$ cat config.mk
export PLATFORM = sky130hd
export DESIGN_NAME = row_load_sched
export DESIGN_NICKNAME = d
export VERILOG_FILES = /design/src/rtl/row_load_sched_pkg.sv /design/src/rtl/row_load_sched_req_watchdog.sv /design/src/rtl/row_load_sched.sv
export SDC_FILE = /design/constraint.sdc
export NUM_CORES = 1
export LEC_CHECK = 0
export ABC_AREA = 1
export BUFFER_PORTS_ARGS = -buffer_cell sky130_fd_sc_hd__buf_2
export CORE_ASPECT_RATIO = 1.5
export CORE_MARGIN = 2
export CORE_UTILIZATION = 50
export CTS_CLUSTER_DIAMETER = 120
export CTS_CLUSTER_SIZE = 30
export DETAILED_ROUTE_END_ITERATION = 12
export GPL_TIMING_DRIVEN = 0
export PLACE_DENSITY = 0.72
export SKIP_LAST_GASP = 1
export SLEW_MARGIN = 40
export SYNTH_ARGS = -nofsm -noshare
export SYNTH_HDL_FRONTEND = slang
export SYNTH_SLANG_ARGS = --single-unit
$ cat constraint.sdc
create_clock -name clk -period 6.9 [get_ports clk]
set_input_delay 1.38 -clock clk [delete_from_list [all_inputs] [get_ports clk]]
set_output_delay 1.38 -clock clk [all_outputs]
set_load 0.02 [all_outputs]
$ cat src/rtl/row_load_sched_pkg.sv
// Shared definitions for the row-load scheduler: default row-index width and FSM state encoding.
package row_load_sched_pkg;

  localparam int unsigned WSizeDefault = 8;

  typedef enum logic [2:0] {
    StIdle,
    StReq,
    StWait,
    StReady,
    StDone
  } state_e;

endpackage

$ cat src/rtl/row_load_sched_req_watchdog.sv
// Cycle counter for an outstanding row request; asserts expired on the TimeoutCyc-th enabled cycle.
module req_watchdog
  import row_load_sched_pkg::*;
#(
  parameter int unsigned TimeoutCyc = 4096
) (
  input  logic clk,
  input  logic rst,
  input  logic en,
  output logic expired
);

  localparam int unsigned CntW = $clog2(TimeoutCyc) + 1;

  logic [CntW-1:0] cnt_q;

  // Count restarts from zero each time the request wait is entered.
  always_ff @(posedge clk) begin
    if (rst || !en) begin
      cnt_q <= '0;
    end else if (!expired) begin
      cnt_q <= cnt_q + CntW'(1);
    end
  end

  assign expired = en && (cnt_q == CntW'(TimeoutCyc - 1));

endmodule

$ cat src/rtl/row_load_sched.sv
// Row-load scheduler: preloads rows 0/1, then requests row cur+2 as each row finishes computing.
// Optional request watchdog enabled by defining ROW_REQ_TIMEOUT_EN.
module row_load_sched
  import row_load_sched_pkg::*;
#(
  parameter int unsigned W_SIZE      = WSizeDefault,
  parameter int unsigned TIMEOUT_CYC = 4096
) (
  input  logic              clk,
  input  logic              rst,
  input  logic [W_SIZE-1:0] q_height,
  input  logic              q_start,
  input  logic              c_row_done,
  output logic              m_req_load,
  output logic [W_SIZE-1:0] m_req_row,
  input  logic              i_req_done,
  output logic              o_row_ready,
  output logic [W_SIZE-1:0] o_cur_row,
  output logic              o_rotate,
  output logic              o_pad_top,
  output logic              o_pad_bot,
  output logic              o_busy,
  output logic              o_layer_done,
  output logic              o_err
);

  localparam int unsigned XW = W_SIZE + 1;

  state_e            state_q, state_d;
  logic [W_SIZE-1:0] height_q, height_d;
  logic [W_SIZE-1:0] cur_row_q, cur_row_d;
  logic [W_SIZE-1:0] req_row_q, req_row_d;
  logic              rotate_q, rotate_d;
  logic              timeout;
  logic              row_done_ok;

  // Widened copies so height-1 and cur+2 never wrap.
  logic [XW-1:0] height_x, height_m1, cur_x, cur_p2;

  assign height_x  = {1'b0, height_q};
  assign height_m1 = height_x - XW'(1);
  assign cur_x     = {1'b0, cur_row_q};
  assign cur_p2    = cur_x + XW'(2);

  // The rotate cycle masks READY so a held c_row_done cannot count twice.
  assign row_done_ok = (state_q == StReady) && !rotate_q && c_row_done;

  always_comb begin
    state_d   = state_q;
    height_d  = height_q;
    cur_row_d = cur_row_q;
    req_row_d = req_row_q;
    rotate_d  = 1'b0;
    unique case (state_q)
      StIdle: begin
        if (q_start) begin
          height_d  = q_height;
          cur_row_d = '0;
          req_row_d = '0;
          state_d   = (q_height != '0) ? StReq : StDone;
        end
      end
      StReq: begin
        state_d = StWait;
      end
      StWait: begin
        if (i_req_done) begin
          if ((req_row_q == '0) && (height_q > W_SIZE'(1))) begin
            req_row_d = W_SIZE'(1);
            state_d   = StReq;
          end else begin
            state_d = StReady;
          end
        end else if (timeout) begin
          state_d = StIdle;
        end
      end
      StReady: begin
        if (row_done_ok) begin
          rotate_d  = 1'b1;
          cur_row_d = cur_row_q + W_SIZE'(1);
          if (cur_x == height_m1) begin
            state_d = StDone;
          end else if (cur_p2 < height_x) begin
            req_row_d = cur_row_q + W_SIZE'(2);
            state_d   = StReq;
          end else begin
            state_d = StReady;
          end
        end
      end
      StDone: begin
        state_d = StIdle;
      end
      default: begin
        state_d = StIdle;
      end
    endcase
  end

  always_ff @(posedge clk) begin
    if (rst) begin
      state_q   <= StIdle;
      height_q  <= '0;
      cur_row_q <= '0;
      req_row_q <= '0;
      rotate_q  <= 1'b0;
    end else begin
      state_q   <= state_d;
      height_q  <= height_d;
      cur_row_q <= cur_row_d;
      req_row_q <= req_row_d;
      rotate_q  <= rotate_d;
    end
  end

`ifdef ROW_REQ_TIMEOUT_EN
  logic err_q;

  req_watchdog #(
    .TimeoutCyc(TIMEOUT_CYC)
  ) u_req_watchdog (
    .clk    (clk),
    .rst    (rst),
    .en     (state_q == StWait),
    .expired(timeout)
  );

  always_ff @(posedge clk) begin
    if (rst) begin
      err_q <= 1'b0;
    end else if ((state_q == StWait) && !i_req_done && timeout) begin
      err_q <= 1'b1;
    end
  end

  assign o_err = err_q;
`else
  logic unused_timeout_cfg;

  assign unused_timeout_cfg = (TIMEOUT_CYC == 0);
  assign timeout            = 1'b0;
  assign o_err              = 1'b0;
`endif

  assign m_req_load   = (state_q == StReq);
  assign m_req_row    = req_row_q;
  assign o_row_ready  = (state_q == StReady) && !rotate_q;
  assign o_cur_row    = cur_row_q;
  assign o_rotate     = rotate_q;
  assign o_busy       = (state_q != StIdle);
  assign o_layer_done = (state_q == StDone);
  assign o_pad_top    = o_busy && (cur_x == '0);
  assign o_pad_bot    = o_busy && (cur_x == height_m1);

endmodule
==> impl_metrics.ini <==
[floorplanning]
row_count = 29
fp.dieH_um = 84.1
ios = 37
die_w_um = 57.4
dieArea_um2 = 4830
design.core.area_um2 = 4170
initial_utilization_pct = 51.3

[worst_hold_path]
hold_path.class = reg -> reg

[critical_path]
cp-end-kind = primary output
path_delay_family = simple AND/OR/NAND/NOR gates
crit_path_top_delay_cell = dfxtp_1
crit_fanout = 6
path_cells = inv_1, ha_1, inv_1, nand2_1, nor2_1, nand2_1, nor2_1, nand2_1, nor2_2, nand3_1, nor2_1, buf_2
max_stage_delay_ns = 0.48
worstSetupStartpointType = register
cp.arrival_ns = 2.18
critPathKind = reg -> out
cp_data_required_time_ns = 5.52
crit_buf_inv = 3

[drt]
top_layer = met4
routed_wirelength_mm = 5.57
wl_met1_mm = 2.16
dr.pass1.iters = 7
drtAntennaViolNets = 0
drc = 0
routed-wl-met3_um = 288
first_iter_violations = 136
wl_met2_mm = 2.90
vias_per_cell = 5.42
wl_per_cell_um = 13.2
vias = 2291

[sta]
fin_ws_ns = 3.34
clock.fmax_mhz = 281
worst_pin_slew_ns = 0.496
hold_violations = 0
post-route-period-util_pct = 51.6
finalClockSkew_ns = 0.00468
slew_viol_final = 0
whs_ns = 0.504
tns_ns = 0
period_needed_ns = 3.56
slew_headroom_pct = 66.7
setup_violations = 0
rsz0062_at_grt = no

[cts]
cts_buffers = 3
postCtsHoldBufs = 0
ctsHtreeMaxLevel = 1
post_cts_resize_count = 0
cts_buffer_depth = 2
clock-sinks = 28
clk_pin_slew_worst_paths_ns = 0.10
cts_tree = built
cts-root-buf = clkbuf_8
insertion_delay_ns = 0.28
post_cts_buffers = 0

[logic_synthesis]
synth_top_area_share_pct = 26.2
synth_fp_nets = 364
ys.flop_type = dfxtp_1
synth-compound-area-share_pct = 13.3
yosys.area.top_type = dfxtp_1
synth-seq-cells = 28
synth_top_family_by_area = simple AND/OR/NAND/NOR gates
synth_xor_area_share_pct = 2.05
synth_edf_count = 0
synthTopCellsByArea = dfxtp_1 26%, nand2_1 16%, nor2_1 7.7%
synthesis.area_um2 = 2140
synthCells = 338
async_reset_ff_share_pct = 0
synthMuxAreaShare_pct = 0
synthAdderAreaFrac_pct = 7.60
synth-simple-area-share_pct = 41.0
ys_seq_area_share_pct = 26.2
ys_types = 36
postSynthAreaPerCell_um2 = 6.33
ys_warn_count = 0

[global_route]
antenna_found_initial = 0
globalRouteOverflowTotal = 0
grt_pass1_vias = 2137
grt_usage_pct = 24.0
grt_pass1_wl_mm = 9.30
grt_max_degree = 17

[final_layout]
drive_gt1_share_pct = 19.9
diodes = 0
synthToLayoutAreaGrowth_pct = 14.2
nets = 404
fill_cells = 431

[placed_design]
dp_hpwl_mm = 4.61
routabilityCongestion = 0.951
port_buffers = 35
pre_cts_ws_ns = 3.62

[pwr]
p_per_area_nw_per_um2 = 375
peakVddDrop_v = 0.000217
p_leak_nw = 1.27

[run_status]
status = completed

[run]
maxCapViolCount = 0
## cells in the final DEF, fill, tap and decap left out, types with 2 or more instances in the layout
cell type | synthesis | final
buf_4 | 2 | 2
nand2_1 | 94 | 94
nor3_1 | 5 | 5
inv_1 | 40 | 40
o21ai_0 | 12 | 12
nor2_2 | 9 | 9
a21o_1 | 2 | 2
nor3_2 | 2 | 2
clkbuf_1 | 2 | 2
nor2_1 | 44 | 44
a21oi_2 | 7 | 7
dfxtp_1 | 28 | 28
nor4_1 | 3 | 3
nand3_1 | 25 | 25
buf_2 | 1 | 36
xor2_1 | 5 | 5
a21oi_1 | 20 | 20
clkbuf_8 | 0 | 3
nand2_2 | 6 | 6
ha_1 | 13 | 13
nand3_2 | 2 | 2
## report_power, final
part	leakage, nW	internal [mW]	switching [mW]	total [mW]
Combinational	1.00	0.199	0.347	0.546
Clock	0.0357	0.0778	0.0568	0.135
Sequential	0.230	0.199	0.0373	0.236
## kinds of logic after synthesis
group           count (synthesis)
fa+ha+maj                      13
other cells                     1
buf+inv                        48
xor+xnor                        5
compound gates                 46
simple gates                  197
flops                          28
## registers in the layout (all words and copies together), names as in the netlist
| signal | cells |
|---|---|
| o_rotate | 1 |
| m_req_row | 8 |
| state_q | 3 |
| height_q | 8 |
| o_cur_row | 8 |
## layout make-up
class / count / area, um2 / share of cell area, %
Multi-Input combinational cell: 262 / 1370 / 56.1
Sequential cell: 28 / 561 / 22.9
Timing Repair Buffer: 35 / 175 / 7.17
Inverter: 41 / 154 / 6.30
Tap cell: 46 / 57.6 / 2.36
Buffer: 7 / 53.8 / 2.20
Clock buffer: 3 / 41.3 / 1.69
Clock inverter: 1 / 30.0 / 1.23
## routing by layer
metal  global-route usage [%]  up-vias
li1                         -     1157
met1                     27.0     1037
met2                     43.9       79
met3                     2.79       18
met4                     10.1        0
met5                        0        -
## final timing paths
kind                                                 from                        end  slack [ns]  cells past startpoint
worst max-delay path            o_cur_row[0]$_SDFFE_PP0P_                  o_pad_bot        3.34                     12
worst min-delay path            m_req_row[4]$_SDFFE_PP0P_  m_req_row[4]$_SDFFE_PP0P_        0.50                      2
worst max register to register  o_cur_row[1]$_SDFFE_PP0P_  m_req_row[5]$_SDFFE_PP0P_        4.03                     14
worst min register to register  m_req_row[4]$_SDFFE_PP0P_  m_req_row[4]$_SDFFE_PP0P_        0.50                      2
## cells in the mapped netlist (2+ instances only)
master and instances:
nand2_1 94, buf_4 2, ha_1 13, nor3_1 5, xor2_1 5, nor2_2 9
nand3_1 25, clkbuf_1 2, a21o_1 2, nor4_1 3, dfxtp_1 28, inv_1 40
nand3_2 2, nor2_1 44, a21oi_2 7, nand2_2 6, a21oi_1 20, nor3_2 2
o21ai_0 12
## per-stage QoR
stage	std cells	total power [mW]	util (%)	area, um2
final	423	0.917	58.6	2440
after global routing	423	1.01	58.6	2440
after CTS	423	0.920	58.6	2440
after detailed placement	419	0.785	56.9	2370
after global placement	419	0.774	56.9	2370
after floorplan	338	0.661	-	2140
## tightest hold or removal path, stage by stage (launching register included)
cell     delay, ns
dfxtp_1       0.34
a21oi_2       0.09
nor2_1        0.04
Note: power is estimated with default switching activity, not from simulation.
